[config.mk]
export PLATFORM = sky130hd
export DESIGN_NAME = data_mem_arbiter_flat
export DESIGN_NICKNAME = d
export VERILOG_FILES = /design/src/rtl/data_mem_arb_pkg.sv /design/src/rtl/data_mem_arbiter_if.sv /design/src/rtl/data_mem_arbiter_rr_arb2.sv /design/src/rtl/data_mem_arbiter.sv /design/src/flat_wrapper.sv
export SDC_FILE = /design/constraint.sdc
export NUM_CORES = 1
export LEC_CHECK = 0
export CELL_PAD_IN_SITES_DETAIL_PLACEMENT = 1
export CELL_PAD_IN_SITES_GLOBAL_PLACEMENT = 1
export CORE_MARGIN = 8
export CORE_UTILIZATION = 35
export CTS_CLUSTER_DIAMETER = 40
export DETAILED_ROUTE_END_ITERATION = 10
export PLACE_DENSITY_LB_ADDON = 0.2
export SLEW_MARGIN = 20
export SYNTH_ARGS = -nofsm -noshare
export SYNTH_HDL_FRONTEND = slang
export SYNTH_SLANG_ARGS = --single-unit
[constraint.sdc]
create_clock -name i_clk -period 6.4 [get_ports i_clk]
set_input_delay 1.28 -clock i_clk [delete_from_list [all_inputs] [get_ports i_clk]]
set_output_delay 1.28 -clock i_clk [all_outputs]
set_load 0.05 [all_outputs]
[src/rtl/data_mem_arb_pkg.sv]
// Shared definitions for the BIP1 data RAM arbiter.
//   - FSM state encoding of the access sequencer.
//   - Requester port indices (port 0 = CPU datapath, port 1 = debug/UART dump).
package data_mem_arb_pkg;

  localparam logic [1:0] IDLE     = 2'd0;
  localparam logic [1:0] ACCESS   = 2'd1;
  localparam logic [1:0] READ_RSP = 2'd2;

  localparam int PORT_CPU = 0;
  localparam int PORT_DBG = 1;

endpackage

[src/rtl/data_mem_arbiter_if.sv]
// Bus bundle between the two requesters, the arbiter and the data RAM.
//   Requester side : i_reqN, i_weN, i_addrN, i_wdataN -> arbiter
//                    o_gntN, o_rvalidN, o_rdataN     <- arbiter
//   RAM side       : o_mem_addr, o_mem_wdata, o_mem_we -> RAM
//                    i_mem_rdata                       <- RAM (1-cycle latency)
// Modport slave is the arbiter view, master is the requester/RAM view.
interface data_mem_arbiter_if #(
  parameter int RAM_WIDTH  = 16,
  parameter int ADDR_WIDTH = 10
);

  logic                  i_req0,    i_req1;
  logic                  i_we0,     i_we1;
  logic [ADDR_WIDTH-1:0] i_addr0,   i_addr1;
  logic [RAM_WIDTH-1:0]  i_wdata0,  i_wdata1;
  logic                  o_gnt0,    o_gnt1;
  logic                  o_rvalid0, o_rvalid1;
  logic [RAM_WIDTH-1:0]  o_rdata0,  o_rdata1;
  logic [ADDR_WIDTH-1:0] o_mem_addr;
  logic [RAM_WIDTH-1:0]  o_mem_wdata;
  logic                  o_mem_we;
  logic [RAM_WIDTH-1:0]  i_mem_rdata;

  modport slave (
    input  i_req0, i_req1, i_we0, i_we1, i_addr0, i_addr1, i_wdata0, i_wdata1,
    input  i_mem_rdata,
    output o_gnt0, o_gnt1, o_rvalid0, o_rvalid1, o_rdata0, o_rdata1,
    output o_mem_addr, o_mem_wdata, o_mem_we
  );

  modport master (
    output i_req0, i_req1, i_we0, i_we1, i_addr0, i_addr1, i_wdata0, i_wdata1,
    output i_mem_rdata,
    input  o_gnt0, o_gnt1, o_rvalid0, o_rvalid1, o_rdata0, o_rdata1,
    input  o_mem_addr, o_mem_wdata, o_mem_we
  );

endinterface

[src/rtl/data_mem_arbiter_rr_arb2.sv]
// rr_arb2: two-request picker producing a one-hot winner.
//   clk, rst : clock, asynchronous active-high reset
//   req[1:0] : pending requests (bit index = port)
//   adv      : the current winner is being taken; update the last-winner state
//   gnt[1:0] : one-hot winner (combinational)
// Build option: define DATA_MEM_ARB_FIXED_PRIO_EN for fixed priority (port 0
// always wins a tie, no last-winner state). Default is 2-way round-robin.
module rr_arb2
  import data_mem_arb_pkg::*;
(
  input  logic       clk,
  input  logic       rst,
  input  logic [1:0] req,
  input  logic       adv,
  output logic [1:0] gnt
);

`ifdef DATA_MEM_ARB_FIXED_PRIO_EN
  logic unused_ctrl;
  assign unused_ctrl = ^{clk, rst, adv};

  always_comb begin
    gnt           = 2'b00;
    gnt[PORT_CPU] = req[PORT_CPU];
    gnt[PORT_DBG] = req[PORT_DBG] & ~req[PORT_CPU];
  end
`else
  // 1 when port 1 won most recently; reset to 1 so port 0 takes the first tie.
  logic last;

  always_comb begin
    gnt = req;
    if (&req) begin
      gnt = 2'b00;
      if (last) gnt[PORT_CPU] = 1'b1;
      else      gnt[PORT_DBG] = 1'b1;
    end
  end

  always_ff @(posedge clk or posedge rst) begin
    if (rst)      last <= 1'b1;
    else if (adv) last <= gnt[PORT_DBG];
  end
`endif

endmodule

[src/rtl/data_mem_arbiter.sv]
// data_mem_arbiter: shares the single-port, no-change, 1-cycle-latency BIP1
// data RAM between port 0 (CPU) and port 1 (debug/UART dump).
//   i_clk, i_rst : clock, asynchronous active-high reset
//   bus (slave)  : requester handshakes (req/we/addr/wdata -> gnt/rvalid/rdata)
//                  and the registered RAM drive (o_mem_addr/wdata/we, i_mem_rdata)
// Sequence: IDLE (pick + register) -> ACCESS (grant, RAM op at cycle end)
//           -> READ_RSP (capture RAM data, rvalid next cycle) for reads only.
// Build option DATA_MEM_ARB_FIXED_PRIO_EN selects fixed priority in rr_arb2.
module data_mem_arbiter
  import data_mem_arb_pkg::*;
#(
  parameter int RAM_WIDTH  = 16,
  parameter int ADDR_WIDTH = 10
) (
  input  logic                i_clk,
  input  logic                i_rst,
  data_mem_arbiter_if.slave   bus
);

  logic [1:0]            state;
  logic [1:0]            req;
  logic [1:0]            win;
  logic                  adv;
  logic                  owner;      // 1 = current access belongs to port 1
  logic                  sel_we;
  logic [ADDR_WIDTH-1:0] sel_addr;
  logic [RAM_WIDTH-1:0]  sel_wdata;

  assign req = {bus.i_req1, bus.i_req0};
  assign adv = (state == IDLE) && (|req);

  rr_arb2 u_arb (
    .clk (i_clk),
    .rst (i_rst),
    .req (req),
    .adv (adv),
    .gnt (win)
  );

  always_comb begin
    sel_we    = bus.i_we0;
    sel_addr  = bus.i_addr0;
    sel_wdata = bus.i_wdata0;
    if (win[PORT_DBG]) begin
      sel_we    = bus.i_we1;
      sel_addr  = bus.i_addr1;
      sel_wdata = bus.i_wdata1;
    end
  end

  // Reset clears o_mem_we asynchronously, so a write whose ACCESS edge has not
  // yet arrived is aborted; an in-flight read is simply forgotten.
  always_ff @(posedge i_clk or posedge i_rst) begin
    if (i_rst) begin
      state           <= IDLE;
      owner           <= 1'b0;
      bus.o_gnt0      <= 1'b0;
      bus.o_gnt1      <= 1'b0;
      bus.o_rvalid0   <= 1'b0;
      bus.o_rvalid1   <= 1'b0;
      bus.o_rdata0    <= '0;
      bus.o_rdata1    <= '0;
      bus.o_mem_addr  <= '0;
      bus.o_mem_wdata <= '0;
      bus.o_mem_we    <= 1'b0;
    end else begin
      bus.o_gnt0    <= 1'b0;
      bus.o_gnt1    <= 1'b0;
      bus.o_rvalid0 <= 1'b0;
      bus.o_rvalid1 <= 1'b0;
      case (state)
        IDLE: begin
          if (adv) begin
            owner           <= win[PORT_DBG];
            bus.o_mem_addr  <= sel_addr;
            bus.o_mem_wdata <= sel_wdata;
            bus.o_mem_we    <= sel_we;
            bus.o_gnt0      <= win[PORT_CPU];
            bus.o_gnt1      <= win[PORT_DBG];
            state           <= ACCESS;
          end
        end
        ACCESS: begin
          if (bus.o_mem_we) begin
            bus.o_mem_we <= 1'b0;
            state        <= IDLE;
          end else begin
            state <= READ_RSP;
          end
        end
        READ_RSP: begin
          if (owner) begin
            bus.o_rdata1  <= bus.i_mem_rdata;
            bus.o_rvalid1 <= 1'b1;
          end else begin
            bus.o_rdata0  <= bus.i_mem_rdata;
            bus.o_rvalid0 <= 1'b1;
          end
          state <= IDLE;
        end
        default: state <= IDLE;
      endcase
    end
  end

endmodule

[src/flat_wrapper.sv]
// flat-port wrapper written by rule: the top's interface ports become plain ports
module data_mem_arbiter_flat import data_mem_arb_pkg::*;
#(
  parameter int RAM_WIDTH  = 16,
  parameter int ADDR_WIDTH = 10
)
  (i_clk, i_rst, bus_i_req0, bus_i_req1, bus_i_we0, bus_i_we1, bus_i_addr0, bus_i_addr1, bus_i_wdata0, bus_i_wdata1, bus_i_mem_rdata, bus_o_gnt0, bus_o_gnt1, bus_o_rvalid0, bus_o_rvalid1, bus_o_rdata0, bus_o_rdata1, bus_o_mem_addr, bus_o_mem_wdata, bus_o_mem_we);
  data_mem_arbiter_if #(.RAM_WIDTH(RAM_WIDTH), .ADDR_WIDTH(ADDR_WIDTH)) bus_i ();
  input  logic i_clk;
  input  logic i_rst;
  input wire logic [$bits(bus_i.i_req0)-1:0] bus_i_req0;
  input wire logic [$bits(bus_i.i_req1)-1:0] bus_i_req1;
  input wire logic [$bits(bus_i.i_we0)-1:0] bus_i_we0;
  input wire logic [$bits(bus_i.i_we1)-1:0] bus_i_we1;
  input wire logic [$bits(bus_i.i_addr0)-1:0] bus_i_addr0;
  input wire logic [$bits(bus_i.i_addr1)-1:0] bus_i_addr1;
  input wire logic [$bits(bus_i.i_wdata0)-1:0] bus_i_wdata0;
  input wire logic [$bits(bus_i.i_wdata1)-1:0] bus_i_wdata1;
  input wire logic [$bits(bus_i.i_mem_rdata)-1:0] bus_i_mem_rdata;
  output wire logic [$bits(bus_i.o_gnt0)-1:0] bus_o_gnt0;
  output wire logic [$bits(bus_i.o_gnt1)-1:0] bus_o_gnt1;
  output wire logic [$bits(bus_i.o_rvalid0)-1:0] bus_o_rvalid0;
  output wire logic [$bits(bus_i.o_rvalid1)-1:0] bus_o_rvalid1;
  output wire logic [$bits(bus_i.o_rdata0)-1:0] bus_o_rdata0;
  output wire logic [$bits(bus_i.o_rdata1)-1:0] bus_o_rdata1;
  output wire logic [$bits(bus_i.o_mem_addr)-1:0] bus_o_mem_addr;
  output wire logic [$bits(bus_i.o_mem_wdata)-1:0] bus_o_mem_wdata;
  output wire logic [$bits(bus_i.o_mem_we)-1:0] bus_o_mem_we;
  assign bus_i.i_req0 = bus_i_req0;
  assign bus_i.i_req1 = bus_i_req1;
  assign bus_i.i_we0 = bus_i_we0;
  assign bus_i.i_we1 = bus_i_we1;
  assign bus_i.i_addr0 = bus_i_addr0;
  assign bus_i.i_addr1 = bus_i_addr1;
  assign bus_i.i_wdata0 = bus_i_wdata0;
  assign bus_i.i_wdata1 = bus_i_wdata1;
  assign bus_i.i_mem_rdata = bus_i_mem_rdata;
  assign bus_o_gnt0 = bus_i.o_gnt0;
  assign bus_o_gnt1 = bus_i.o_gnt1;
  assign bus_o_rvalid0 = bus_i.o_rvalid0;
  assign bus_o_rvalid1 = bus_i.o_rvalid1;
  assign bus_o_rdata0 = bus_i.o_rdata0;
  assign bus_o_rdata1 = bus_i.o_rdata1;
  assign bus_o_mem_addr = bus_i.o_mem_addr;
  assign bus_o_mem_wdata = bus_i.o_mem_wdata;
  assign bus_o_mem_we = bus_i.o_mem_we;
  data_mem_arbiter #(.RAM_WIDTH(RAM_WIDTH), .ADDR_WIDTH(ADDR_WIDTH)) u_core (.i_clk(i_clk), .i_rst(i_rst), .bus(bus_i));
endmodule
# Word level (Yosys, flattened, before mapping)
# Cells that the tools add are included.
# totals
regBits,67
in_bits,74
output_inout_bits,63
elab_cells,44
# op_classes
n_eq_ne,3
mux,19
bitwise_logic,1
reduce_logical,9
# ops
operator,count
2-to-1 mux 16 bit,1
2-to-1 mux 1 bit,12
2-to-1 mux 10 bit,1
AND reduction 2 bit,5
2-to-1 mux 2 bit,3
one-hot mux 2 bit (2 select lines),1
"equality test 2 x 1 -> 1 bit, second input constant",1
"equality test 2 bit, second input constant",1
zero test 2 bit,1
"!= test 2 x 1 -> 1 bit, second input constant",1
one-hot mux 1 bit (2 select lines),1
nonzero test 2 bit,1
OR reduction 2 bit,1
logical AND 1 bit,1
inverter 1 bit,1

# Longest topological paths before layout
# depth
word_depth,5
depth_mapped,6
ltp_nobuf,4

# Cells and area by module
# Synthesis repeated with hierarchy kept, for this count alone.
# hier_totals
hier_cells,178
area_unflattened_um2,2827.7
# modules_own_cells
mod,n_inst,cells_each,area_per_inst_um2,seq_area_each_um2
data_mem_arbiter,1,172,2760.1,1651.6
rr_arb2,1,6,67.6,26.3

# Least setup slack after synthesis
# No wires, ideal clock.
# synth_path
path_type,input to register
start,in bus_i_req1
end,reg u_core.bus.o_mem_wdata[6]
setup_ps,125
t_arrival_ps,2277
setup_slack_ps,3998
stages,5
n_path_buf,2
path_cell_list,a21bo_1 > buf_6 > buf_12 > mux2_4 > mux2_4
# synth_between
elab_chain_len,3
word_cells_on_any_way,6
cone_classes,2 x mux; 4 x reduce/logical
# synth_rtl
item,line_no,source
from (decl),flat_wrapper.sv:12,input wire logic [$bits(bus_i.i_req1)-1:0] bus_i_req1;
AND reduction 2 bit or OR reduction 2 bit (tied branches),"data_mem_arbiter_rr_arb2.sv:33, data_mem_arbiter.sv:30",
2-to-1 mux 2 bit or logical AND 1 bit (tied branches),"data_mem_arbiter_rr_arb2.sv:33, data_mem_arbiter.sv:30",
2-to-1 mux 16 bit or AND reduction 2 bit (tied branches),--,
to (signal assigned),data_mem_arbiter.sv:76,bus.o_mem_wdata <= sel_wdata;
to (decl),data_mem_arbiter_if.sv:28,"output o_mem_addr, o_mem_wdata, o_mem_we"
# Parallel ways exist; a longest one is shown, timed or not.
# A chain may end at the register's enable or synchronous reset.

# Worst setup path after layout
# layout_path
start,in bus_i_req1
end,reg u_core.bus.o_mem_wdata[8]
# Same word-level chain as after synthesis.

==> results.cfg <==
[yosys]
synthesis.nets = 254
ys_ff_latch = 67
synthTopCellsByArea = dfrtp_1, mux2_4, mux2_2
synthTopCellsByCount = dfrtp_1, mux2_2, mux2_4
synth.distinct_cells = 20
synth_edf_count = 0
synth.cell_area_mm2 = 0.00297
syn_area_per_cell_um2 = 16.5
synth_ff_type = dfrtp_1
ys_warn_count = 0
yosysTopAreaCellShare = 0.557
yosysTopAreaCell = dfrtp_1
async_flop_share = 1.00
synthCells = 180
yosysMostFrequentCell = dfrtp_1
seq_area_frac_synth = 0.566

[floorplanning]
ios = 137
std_cell_rows = 33
dieWidth_um = 108
die_area_mm2 = 0.0117
start_util = 0.361
chipHeight_um = 108
core_mm2 = 0.00822

[clocking]
cts_resized = 0
clock-sinks = 67
cts_setup_buffers = 0
cts_tree = yes
cts_made_buffers = 9
clkTransAtPathRegs_ps = 80
insertion_delay_ps = 330
cts_root_buf = clkbuf_8
htree_levels = 3
clk_path_buf_depth = 2
hold_buffers = 0

[pwr]
power_frac_comb = 0.576
peakVddDrop_uv = 268
total_leakage_power_nw = 2.04
clkPwrFrac = 0.160
intPower_mw = 1.61
p_per_area_mw_per_mm2 = 616
p_sw_mw = 1.27
swShare = 0.441
seqPwrFrac = 0.264

[setup_path]
cp_slowest_cell = clkdlybuf4s50_1
path_class = in2reg
path_cells = clkdlybuf4s50_1 -> o21ai_0 -> inv_1 -> buf_4 -> mux2_2
end_kind = flip-flop
startpoint_type = primary input
arrival_ps = 3070
crit_required_ps = 6610
cp_max_fo = 23
slowest_delay_ps = 550

[global_route]
grt_max_degree = 68
track_usage = 0.140
grt_pass1_vias = 2380
grt_pass1_wl_um = 12800
antenna_found_initial = 0
grt-ovfl-total = 0

[sta]
setup_viol = 0
max_freq_ghz = 0.350
fin_crit_sh = 0.447
tns_ps = 0
slew_viol_final = 0
slew_headroom = 0.406
clock_skew_ps = 11.7
tightest_slew_ps = 888
rsz0062_at_grt = no
report.final.hold_viol_count = 0
finalCriticalPeriod_ps = 2860

[route]
vias = 1994
drcViolationCount = 0
drtIter0Drc = 25
dr.pass1.iters = 3
viasPerCell = 4.61
drt-total-wl_um = 7820
routedWlPerCell_um = 18.1
postRouteAntennaNets = 0

[final_layout]
fillerInstances = 803
stdcell_area_mm2 = 0.00467
layout-drive-gt1-share = 0.323
nNetsFinal = 397
diodes = 0
area_delta_synth_final_pct = 57.6

[placed_design]
dpl.hpwl_um = 5850
gp_congestion = 0.668
placed_area_mm2 = 0.00441
port_buffers = 136

[run]
max_cap_viol_count = 0

[outcome]
outcome = finished, final reports clean

[min_path]
hp-class = reg2reg
-- layer usage --
metal  track usage  wire length, um
met4        0.0595              142
met3        0.0512              819
met2         0.229             3710
met1         0.162             3150
met5             0                0
-- cell families after synthesis --
family	synth area share
compound gates	0.0135
buf+inv	0.0350
flops	0.566
mux	0.370
simple gates	0.0152
-- metrics by stage --
stage	total power, mW	utilization	hold WS [ps]	setup slack (ps)	instances
after floorplan	1.89	-	460	3440	180
after global placement	2.42	0.536	446	3260	417
after detailed placement	2.45	0.536	471	3200	417
after CTS	2.92	0.569	493	3520	433
after global routing	3.02	0.569	506	3390	433
final	2.88	0.569	480	3540	433
-- sequential cells by signal, summed over array words and instances, names as in the netlist --
register,count
u_core.owner,1
u_core.bus.o_mem_wdata,16
u_core.u_arb.last,1
u_core.bus.o_rvalid1,1
u_core.bus.o_rvalid0,1
u_core.bus.o_rdata1,16
u_core.bus.o_gnt0,1
u_core.bus.o_mem_we,1
u_core.state,2
u_core.bus.o_rdata0,16
u_core.bus.o_mem_addr,10
u_core.bus.o_gnt1,1
-- critical path, delay by kind of cell --
family / cells / cell delay (ps)
buf+inv: 3 / 1240
mux: 1 / 380
compound gates: 1 / 170
-- worst paths after layout --
check,from,cells past startpoint,slack [ps],to
min reg2reg,u_core.bus.o_mem_we,1,480,u_core.state[1]
max in group asynchronous,i_rst,3,4330,u_core.bus.o_rdata0[5]
max,bus_i_req1,5,3540,u_core.bus.o_mem_wdata[8]
min in group asynchronous,i_rst,3,1500,u_core.bus.o_rdata0[7]
max reg2reg,u_core.state[0],5,4450,u_core.bus.o_mem_wdata[8]
min,u_core.bus.o_mem_we,1,480,u_core.state[1]
-- layout make-up --
cell class	instances	area [um2]	share of cell area
sequential	67	1680	0.359
inverter	6	22.5	0.00482
clock buffer	10	128	0.0273
clock inverter	6	138	0.0295
timing repair buffer	140	1390	0.298
tap	105	131	0.0281
multi-input combinational	99	1180	0.253
-- power groups by stage --
stage / registers (mW) / clock network, mW / logic [mW]
2_1_floorplan: 1.45 / 0 / 0.442
3_3_place_gp: 0.760 / 0 / 1.66
3_5_place_dp: 0.768 / 0 / 1.68
4_1_cts: 0.765 / 0.474 / 1.68
5_1_grt: 0.794 / 0.489 / 1.73
6_report: 0.760 / 0.460 / 1.66
-- cell usage in the layout (no fill, tap or decap), drive strengths merged --
cell type	count
nor3	1
buf	4
inv	6
dfstp	1
nor3b	2
a21oi	1
dfrtp	66
nand2	1
clkdlybuf4s50	136
mux2	84
a21bo	1
nor2	1
bufinv	4
clkbuf	10
nand3	1
nand3b	1
mux2i	1
clkinv	2
o21ai	5
Power figures use the tool's default switching activity.
